===== src/rtl/axi4_lite_write_master_ctrl_pkg.sv =====
// Shared types and defaults for the AXI4-Lite write master.
// Response codes, protection encodings and controller states.
package Axi4LiteWriteMasterGlobalPkg;

    localparam int ADDRESS_WIDTH_DEFAULT = 32;
    localparam int DATA_WIDTH_DEFAULT    = 32;
    localparam int DELAY_WIDTH_DEFAULT   = 5;

    typedef enum logic [1:0] {
        OKAY   = 2'b00,
        EXOKAY = 2'b01,
        SLVERR = 2'b10,
        DECERR = 2'b11
    } brespEnum;

    typedef enum logic [2:0] {
        PROT_DATA_SEC_UNPRIV   = 3'b000,
        PROT_DATA_SEC_PRIV     = 3'b001,
        PROT_DATA_NSEC_UNPRIV  = 3'b010,
        PROT_DATA_NSEC_PRIV    = 3'b011,
        PROT_INSTR_SEC_UNPRIV  = 3'b100,
        PROT_INSTR_SEC_PRIV    = 3'b101,
        PROT_INSTR_NSEC_UNPRIV = 3'b110,
        PROT_INSTR_NSEC_PRIV   = 3'b111
    } awprotEnum;

    typedef enum logic [1:0] {
        IDLE      = 2'd0,
        ADDR_DATA = 2'd1,
        RESP      = 2'd2,
        DONE      = 2'd3
    } stateEnum;

endpackage


===== src/rtl/axi4_lite_write_master_ctrl_delay_counter.sv =====
// Loadable saturating down-counter; zero_o flags that the count
// will be zero after the coming edge, so callers can register outputs.
module axi4_lite_delay_counter #(
    parameter int WIDTH = 5
) (
    input  logic             clk_i,
    input  logic             rst_ni,
    input  logic             load_i,
    input  logic [WIDTH-1:0] load_val_i,
    input  logic             dec_i,
    output logic             zero_o
);

    logic [WIDTH-1:0] count_q;
    logic [WIDTH-1:0] count_d;

    always_comb begin
        count_d = count_q;
        if (load_i) begin
            count_d = load_val_i;
        end else if (dec_i && (count_q != '0)) begin
            count_d = count_q - 1'b1;
        end
    end

    always_ff @(posedge clk_i) begin
        if (!rst_ni) begin
            count_q <= '0;
        end else begin
            count_q <= count_d;
        end
    end

    assign zero_o = (count_d == '0);

endmodule


===== src/rtl/axi4_lite_write_master_ctrl.sv =====
// AXI4-Lite write initiator: one outstanding write, independent AW/W,
// programmable WVALID and BREADY delays, timeout flag.
module axi4_lite_write_master_ctrl
    import Axi4LiteWriteMasterGlobalPkg::*;
#(
    parameter int ADDRESS_WIDTH  = ADDRESS_WIDTH_DEFAULT,
    parameter int DATA_WIDTH     = DATA_WIDTH_DEFAULT,
    parameter int DELAY_WIDTH    = DELAY_WIDTH_DEFAULT,
    parameter int TIMEOUT_CYCLES = 256
) (
    input  logic                      aclk,
    input  logic                      aresetn,
    input  logic                      req_valid,
    output logic                      req_ready,
    input  logic [ADDRESS_WIDTH-1:0]  req_addr,
    input  logic [2:0]                req_prot,
    input  logic [DATA_WIDTH-1:0]     req_data,
    input  logic [DATA_WIDTH/8-1:0]   req_strb,
    input  logic [DELAY_WIDTH-1:0]    req_wvalid_delay,
    input  logic [DELAY_WIDTH-1:0]    req_bready_delay,
    output logic                      rsp_valid,
    output logic [1:0]                rsp_resp,
    output logic                      rsp_timeout,
    output logic [ADDRESS_WIDTH-1:0]  awaddr,
    output logic [2:0]                awprot,
    output logic                      awvalid,
    input  logic                      awready,
    output logic [DATA_WIDTH-1:0]     wdata,
    output logic [DATA_WIDTH/8-1:0]   wstrb,
    output logic                      wvalid,
    input  logic                      wready,
    input  logic [1:0]                bresp,
    input  logic                      bvalid,
    output logic                      bready
);

    localparam int TW = $clog2(TIMEOUT_CYCLES + 2);
    localparam logic [TW-1:0] TMO_MAX = TW'(TIMEOUT_CYCLES);
    localparam bit TMO_EN = (TIMEOUT_CYCLES != 0);

    stateEnum                   state_q;
    logic                       req_ready_q;
    logic                       awvalid_q;
    logic                       wvalid_q;
    logic                       w_done_q;
    logic                       bready_q;
    logic                       rsp_valid_q;
    logic                       rsp_timeout_q;
    brespEnum                   rsp_resp_q;
    logic [ADDRESS_WIDTH-1:0]   awaddr_q;
    logic [2:0]                 awprot_q;
    logic [DATA_WIDTH-1:0]      wdata_q;
    logic [DATA_WIDTH/8-1:0]    wstrb_q;
    logic [DELAY_WIDTH-1:0]     bdelay_q;
    logic [TW-1:0]              tmo_q;
    logic [TW-1:0]              tmo_d;

    logic                       accept;
    logic                       aw_hs;
    logic                       w_hs;
    logic                       b_hs;
    logic                       both_done;
    logic                       busy_now;
    logic                       busy_next;
    logic                       tmo_pulse;
    logic                       cnt_load;
    logic [DELAY_WIDTH-1:0]     cnt_val;
    logic                       cnt_dec;
    logic                       cnt_zero;

    always_comb begin
        accept    = (state_q == IDLE) && req_valid;
        aw_hs     = awvalid_q && awready;
        w_hs      = wvalid_q && wready;
        b_hs      = bready_q && bvalid;
        busy_now  = (state_q == ADDR_DATA) || (state_q == RESP);
        both_done = (state_q == ADDR_DATA) && (!awvalid_q || aw_hs)
                    && (w_done_q || w_hs);
        busy_next = accept || (busy_now && !(state_q == RESP && b_hs));
        cnt_load  = accept || both_done;
        cnt_val   = accept ? req_wvalid_delay : bdelay_q;
        cnt_dec   = busy_now;
        tmo_d     = '0;
        if (accept) begin
            tmo_d = TW'(1);
        end else if (busy_now) begin
            tmo_d = (tmo_q == TMO_MAX) ? tmo_q : tmo_q + 1'b1;
        end
        tmo_pulse = TMO_EN && busy_next && (tmo_d == TMO_MAX)
                    && (tmo_q != TMO_MAX);
    end

    // One counter serves both delays: WVALID in ADDR_DATA, BREADY in RESP.
    axi4_lite_delay_counter #(
        .WIDTH (DELAY_WIDTH)
    ) u_delay (
        .clk_i      (aclk),
        .rst_ni     (aresetn),
        .load_i     (cnt_load),
        .load_val_i (cnt_val),
        .dec_i      (cnt_dec),
        .zero_o     (cnt_zero)
    );

    always_ff @(posedge aclk) begin
        if (!aresetn) begin
            state_q       <= IDLE;
            req_ready_q   <= 1'b1;
            awvalid_q     <= 1'b0;
            wvalid_q      <= 1'b0;
            w_done_q      <= 1'b0;
            bready_q      <= 1'b0;
            rsp_valid_q   <= 1'b0;
            rsp_timeout_q <= 1'b0;
            rsp_resp_q    <= OKAY;
            awaddr_q      <= '0;
            awprot_q      <= '0;
            wdata_q       <= '0;
            wstrb_q       <= '0;
            bdelay_q      <= '0;
            tmo_q         <= '0;
        end else begin
            rsp_valid_q   <= 1'b0;
            rsp_timeout_q <= tmo_pulse;
            tmo_q         <= tmo_d;
            unique case (state_q)
                IDLE: begin
                    if (req_valid) begin
                        awaddr_q    <= req_addr;
                        awprot_q    <= req_prot;
                        wdata_q     <= req_data;
                        wstrb_q     <= req_strb;
                        bdelay_q    <= req_bready_delay;
                        awvalid_q   <= 1'b1;
                        wvalid_q    <= (req_wvalid_delay == '0);
                        w_done_q    <= 1'b0;
                        req_ready_q <= 1'b0;
                        state_q     <= ADDR_DATA;
                    end
                end
                ADDR_DATA: begin
                    if (aw_hs) begin
                        awvalid_q <= 1'b0;
                    end
                    if (w_hs) begin
                        wvalid_q <= 1'b0;
                        w_done_q <= 1'b1;
                    end else if (!wvalid_q && !w_done_q && cnt_zero) begin
                        wvalid_q <= 1'b1;
                    end
                    if (both_done) begin
                        bready_q <= (bdelay_q == '0);
                        state_q  <= RESP;
                    end
                end
                RESP: begin
                    if (b_hs) begin
                        bready_q    <= 1'b0;
                        rsp_resp_q  <= brespEnum'(bresp);
                        rsp_valid_q <= 1'b1;
                        state_q     <= DONE;
                    end else if (!bready_q && cnt_zero) begin
                        bready_q <= 1'b1;
                    end
                end
                DONE: begin
                    req_ready_q <= 1'b1;
                    state_q     <= IDLE;
                end
                default: state_q <= IDLE;
            endcase
        end
    end

    assign req_ready   = req_ready_q;
    assign rsp_valid   = rsp_valid_q;
    assign rsp_resp    = rsp_resp_q;
    assign rsp_timeout = rsp_timeout_q;
    assign awaddr      = awaddr_q;
    assign awprot      = awprot_q;
    assign awvalid     = awvalid_q;
    assign wdata       = wdata_q;
    assign wstrb       = wstrb_q;
    assign wvalid      = wvalid_q;
    assign bready      = bready_q;

endmodule


===== config.mk =====
export PLATFORM = sky130hd
export DESIGN_NAME = axi4_lite_write_master_ctrl
export DESIGN_NICKNAME = d
export VERILOG_FILES = /design/src/rtl/axi4_lite_write_master_ctrl_pkg.sv /design/src/rtl/axi4_lite_write_master_ctrl_delay_counter.sv /design/src/rtl/axi4_lite_write_master_ctrl.sv
export SDC_FILE = /design/constraint.sdc
export NUM_CORES = 1
export LEC_CHECK = 0
export CAP_MARGIN = 20
export CORE_MARGIN = 3
export CORE_UTILIZATION = 32
export DETAILED_ROUTE_END_ITERATION = 12
export GPL_ROUTABILITY_DRIVEN = 0
export HOLD_SLACK_MARGIN = 0.15
export PLACE_DENSITY_LB_ADDON = 0.1
export RECOVER_POWER = 25
export SETUP_SLACK_MARGIN = 0.02
export SYNTH_ARGS = -nofsm -noshare
export SYNTH_HDL_FRONTEND = slang
export SYNTH_HIERARCHICAL = 1
export SYNTH_SLANG_ARGS = --single-unit

===== constraint.sdc =====
create_clock -name aclk -period 3.95 [get_ports aclk]
set_input_delay 1.185 -clock aclk [delete_from_list [all_inputs] [get_ports aclk]]
set_output_delay 1.185 -clock aclk [all_outputs]
set_load 0.02 [all_outputs]

==> results of run 1 <==
-- state kept, by name, summed over array words and instances, names as in the netlist, 3 cells and up --
signal / flops
wstrb: 4
u_delay/count_q: 5
wdata: 32
tmo_q: 9
bdelay_q: 5
awaddr: 32
awprot: 3
-- logic make-up after synthesis --
kind of cell,after synthesis
AO/OA/AOI/OAI,116
multiplexers,5
buffers and inverters,40
adder cells (fa/ha/maj),8
XOR/XNOR,5
AND/OR/NAND/NOR,239
flip-flops,101
-- how the worst max path moves through the flow --
stage              to      start
3_5_place_dp   bready  req_valid
5_1_grt        bready  req_valid
3_3_place_gp   bready  req_valid
4_1_cts        bready  req_valid
6_report       bready  req_valid
2_1_floorplan  bready  req_valid
-- synth_stat cells (all sizes together) (2+ instances only) --
master	instances	area [µm²]
nand3	7	35.0
dfxtp	101	2020
buf	3	18.8
nand2	180	676
nand3b	3	22.5
nor3b	3	22.5
nor2	14	52.6
o311a	2	20.0
and2	3	18.8
or4b	3	37.5
or4	4	33.8
or3	3	18.8
nand2b	4	25.0
nor3	3	15.0
o21ai	7	35.0
a2111oi	2	30.0
mux2i	5	50.1
a31oi	4	25.0
inv	11	41.3
ha	8	100
nand4	3	18.8
a21oi	88	440
xnor2	4	35.0
clkbuf	26	97.6
nor2b	3	18.8
-- area by class of cell --
type	instances	area, µm²	area share [%]
Sequential cell	101	2020	32.6
Multi-Input combinational cell	373	1900	30.6
Timing Repair Buffer	174	1730	27.8
Clock buffer	12	246	3.98
Tap cell	168	210	3.39
Clock inverter	4	55.1	0.888
Inverter	11	41.3	0.666
-- worst min-delay path: cells and delay by family, from the launching register on --
family / cells / cell delay [ns]
simple gates: 1 / 0.05
compound gates: 1 / 0.05
flops: 1 / 0.31
-- power groups by stage --
stage                     Combinational (mW)  Sequential, mW  Clock (mW)
after floorplan                        0.806            1.53           0
after global placement                  1.59            1.36           0
after detailed placement                1.60            1.36           0
after CTS                               1.61            1.35       0.924
after global routing                    1.74            1.37       0.961
final                                   1.57            1.34       0.890
-- routing by layer --
metal	wire (µm)	share of wire [%]	vias to the layer above	track usage [%]
met5	0	0	-	0
met3	1240	10	12	9.26
met1	5110	42	1837	20.6
met4	169	1.4	0	4.71
li1	-	-	2031	-
met2	5550	46	121	27.7
-- metrics by stage --
stage	utilization, %	setup slack, ns	hold WS [ns]	cells
after floorplan	-	0.627	0.448	514
final	50.8	0.470	0.453	843
after global placement	48.4	0.306	0.441	827
after global routing	50.8	0.174	0.469	843
after CTS	50.9	0.601	0.455	843
after detailed placement	48.4	0.244	0.445	827
==> run_results.csv, run 1 <==
group,metric,value,unit
outcome,status,"complete, but fails checks",
outcome,violations,"capacitance limit, slew limit",
min_path,holdPathEnd,"wdata[11]",
route,vias_per_cell,4.75,
power,comb_power_share,41.2,%
min_path,hold-path-cell-count,2,
worst_setup_path,slowest_delay,0.58,ns
cts,ctsLongestPathBuffers,2,
layout,final_common_cell,"nand2_1",
worst_setup_path,end_kind,"flop",
synthesis,ys_ff_latch,101,
timing,setup_violations,0,
power,p_sw_share,36.7,%
timing,finalHoldViolCount,0,
timing,max_slew_margin,-8.56,%
floorplanning,dieArea,14100,µm²
place,dp_hpwl,8630,µm
global_route,grt_first_pass_wirelength,20000,µm
layout,fillers,1213,
cts,cts_tree,"yes",
route,routed_wl,12100,µm
synthesis,ys_async_sr_fraction,0,%
worst_setup_path,required,4.21,ns
timing,max_freq,287,MHz
layout,final_cell_area,6200,µm²
synthesis,yosys.cell_types.count,50,
global_route,antenna_found_initial,0,
route,drc,0,
synthesis,synth-compound-area-share,16.2,%
timing,period_minus_slack,3.48,ns
global_route,first_global_vias,3966,
timing,tightest_slew,1.63,ns
worst_setup_path,cp.arrival,3.74,ns
cts,post_cts_buffers,0,
floorplanning,core,12200,µm²
worst_setup_path,reg2reg_from,"state_q[0]",
cts,cts_sinks,101,
cts,cts_resized,0,
worst_setup_path,path_cells,"dlygate4sd3_1, nand2_2, nand2_1, nand2_1, o31a_1, nand4_1, nor4_1, nand2b_1, a31oi_1, a211oi_1",
worst_setup_path,critPathKind,"in2reg",
floorplanning,num_rows,40,
cts,path_clk_slew,0.07,ns
worst_setup_path,ff2ff_path_depth,8,
timing,slew_violations,37,
worst_setup_path,reg2reg_slack,1.17,ns
power,pwr-share-seq,35.3,%
synthesis,yosys.area_share.adder,2.46,%
worst_setup_path,cp.depth,10,
power,p_leak,2.36,nW
timing,finalSetupTns,0,ns
cts,cts-root-buf,"clkbuf_16",
synthesis,synth-simple-area-share,25.6,%
min_path,hold_path.class,"reg2reg",
route,dr.pass1.iters,4,
worst_setup_path,crit_top_cell,"nand2_1",
place,io_buffers,167,
synthesis,synth_top_family_by_area,"simple AND/OR/NAND/NOR gates",
floorplanning,io_pins,168,
synthesis,synthMuxAreaShare,1.23,%
cts,ctsHoldBuffers,0,
synthesis,mappedNetlistNets,611,
power,irDropWorstVdd,0.000314,V
synthesis,synth_area,4080,µm²
power,p_switching,1.40,mW
power,powerDensity,613,nW/µm²
worst_setup_path,r2r_end,"bready",
floorplanning,die_x,119,µm
worst_setup_path,path_max_fanout,19,
global_route,grt_max_degree,43,
power,internal_power,2.40,mW
min_path,hp-start,"wdata[11]",
layout,drive_gt1_share,3.70,%
layout,num_antenna_cells,0,
worst_setup_path,start_kind,"primary input",
job,drv_cap,1,
worst_setup_path,critPathTopFamily,"simple AND/OR/NAND/NOR gates",
synthesis,ys_seq_area_share,49.6,%
synthesis,synth-edff-count,0,
timing,grt_setup_unrepaired,"no",
power,p_clk_share,23.4,%
layout,nets,767,
cts,cts_buffers,9,
worst_setup_path,cp_num_buf_inv,1,
synthesis,synthCells,514,
route,drtIter0Drc,267,
global_route,grtUsageTotal,17.4,%
global_route,gr-total-overflow,0,
synthesis,avgSynthCellArea,7.93,µm²
route,wl_per_cell,14.3,µm
place,placed_area,5910,µm²
layout,syn_to_final_growth,52.1,%
timing,period_share,88.1,%
route,vias,4001,
synthesis,synthXorXnorAreaFrac,1.07,%
worst_setup_path,crit_path_top_delay_cell,"dlygate4sd3_1",
cts,insertion_delay,0.34,ns
layout,final_cell_mix,"179 x nand2_1, 144 x clkdlybuf4s50_1, 101 x dfxtp_1, 88 x a21oi_1, 23 x dlygate4sd3_1",
power,p_total,3.80,mW
cts,h-tree-depth,3,
synthesis,synth_ff_type,"dfxtp_1",
floorplanning,initial_core_util,33.4,%
timing,skew,0.00803,ns
floorplanning,fp.dieH,119,µm
route,ant_nets,0,
synthesis,ys_warn_count,6,
No activity file was read; power rests on OpenSTA's default activity.
==> run 2, diff against run 1 <==
- ABC_CLOCK_PERIOD_IN_PS: default -> 3950
- CTS_CLUSTER_SIZE: default -> 10
==> results of run 2 <==
Same layout as run 1: the final DEF is identical, and so are final timing and power.
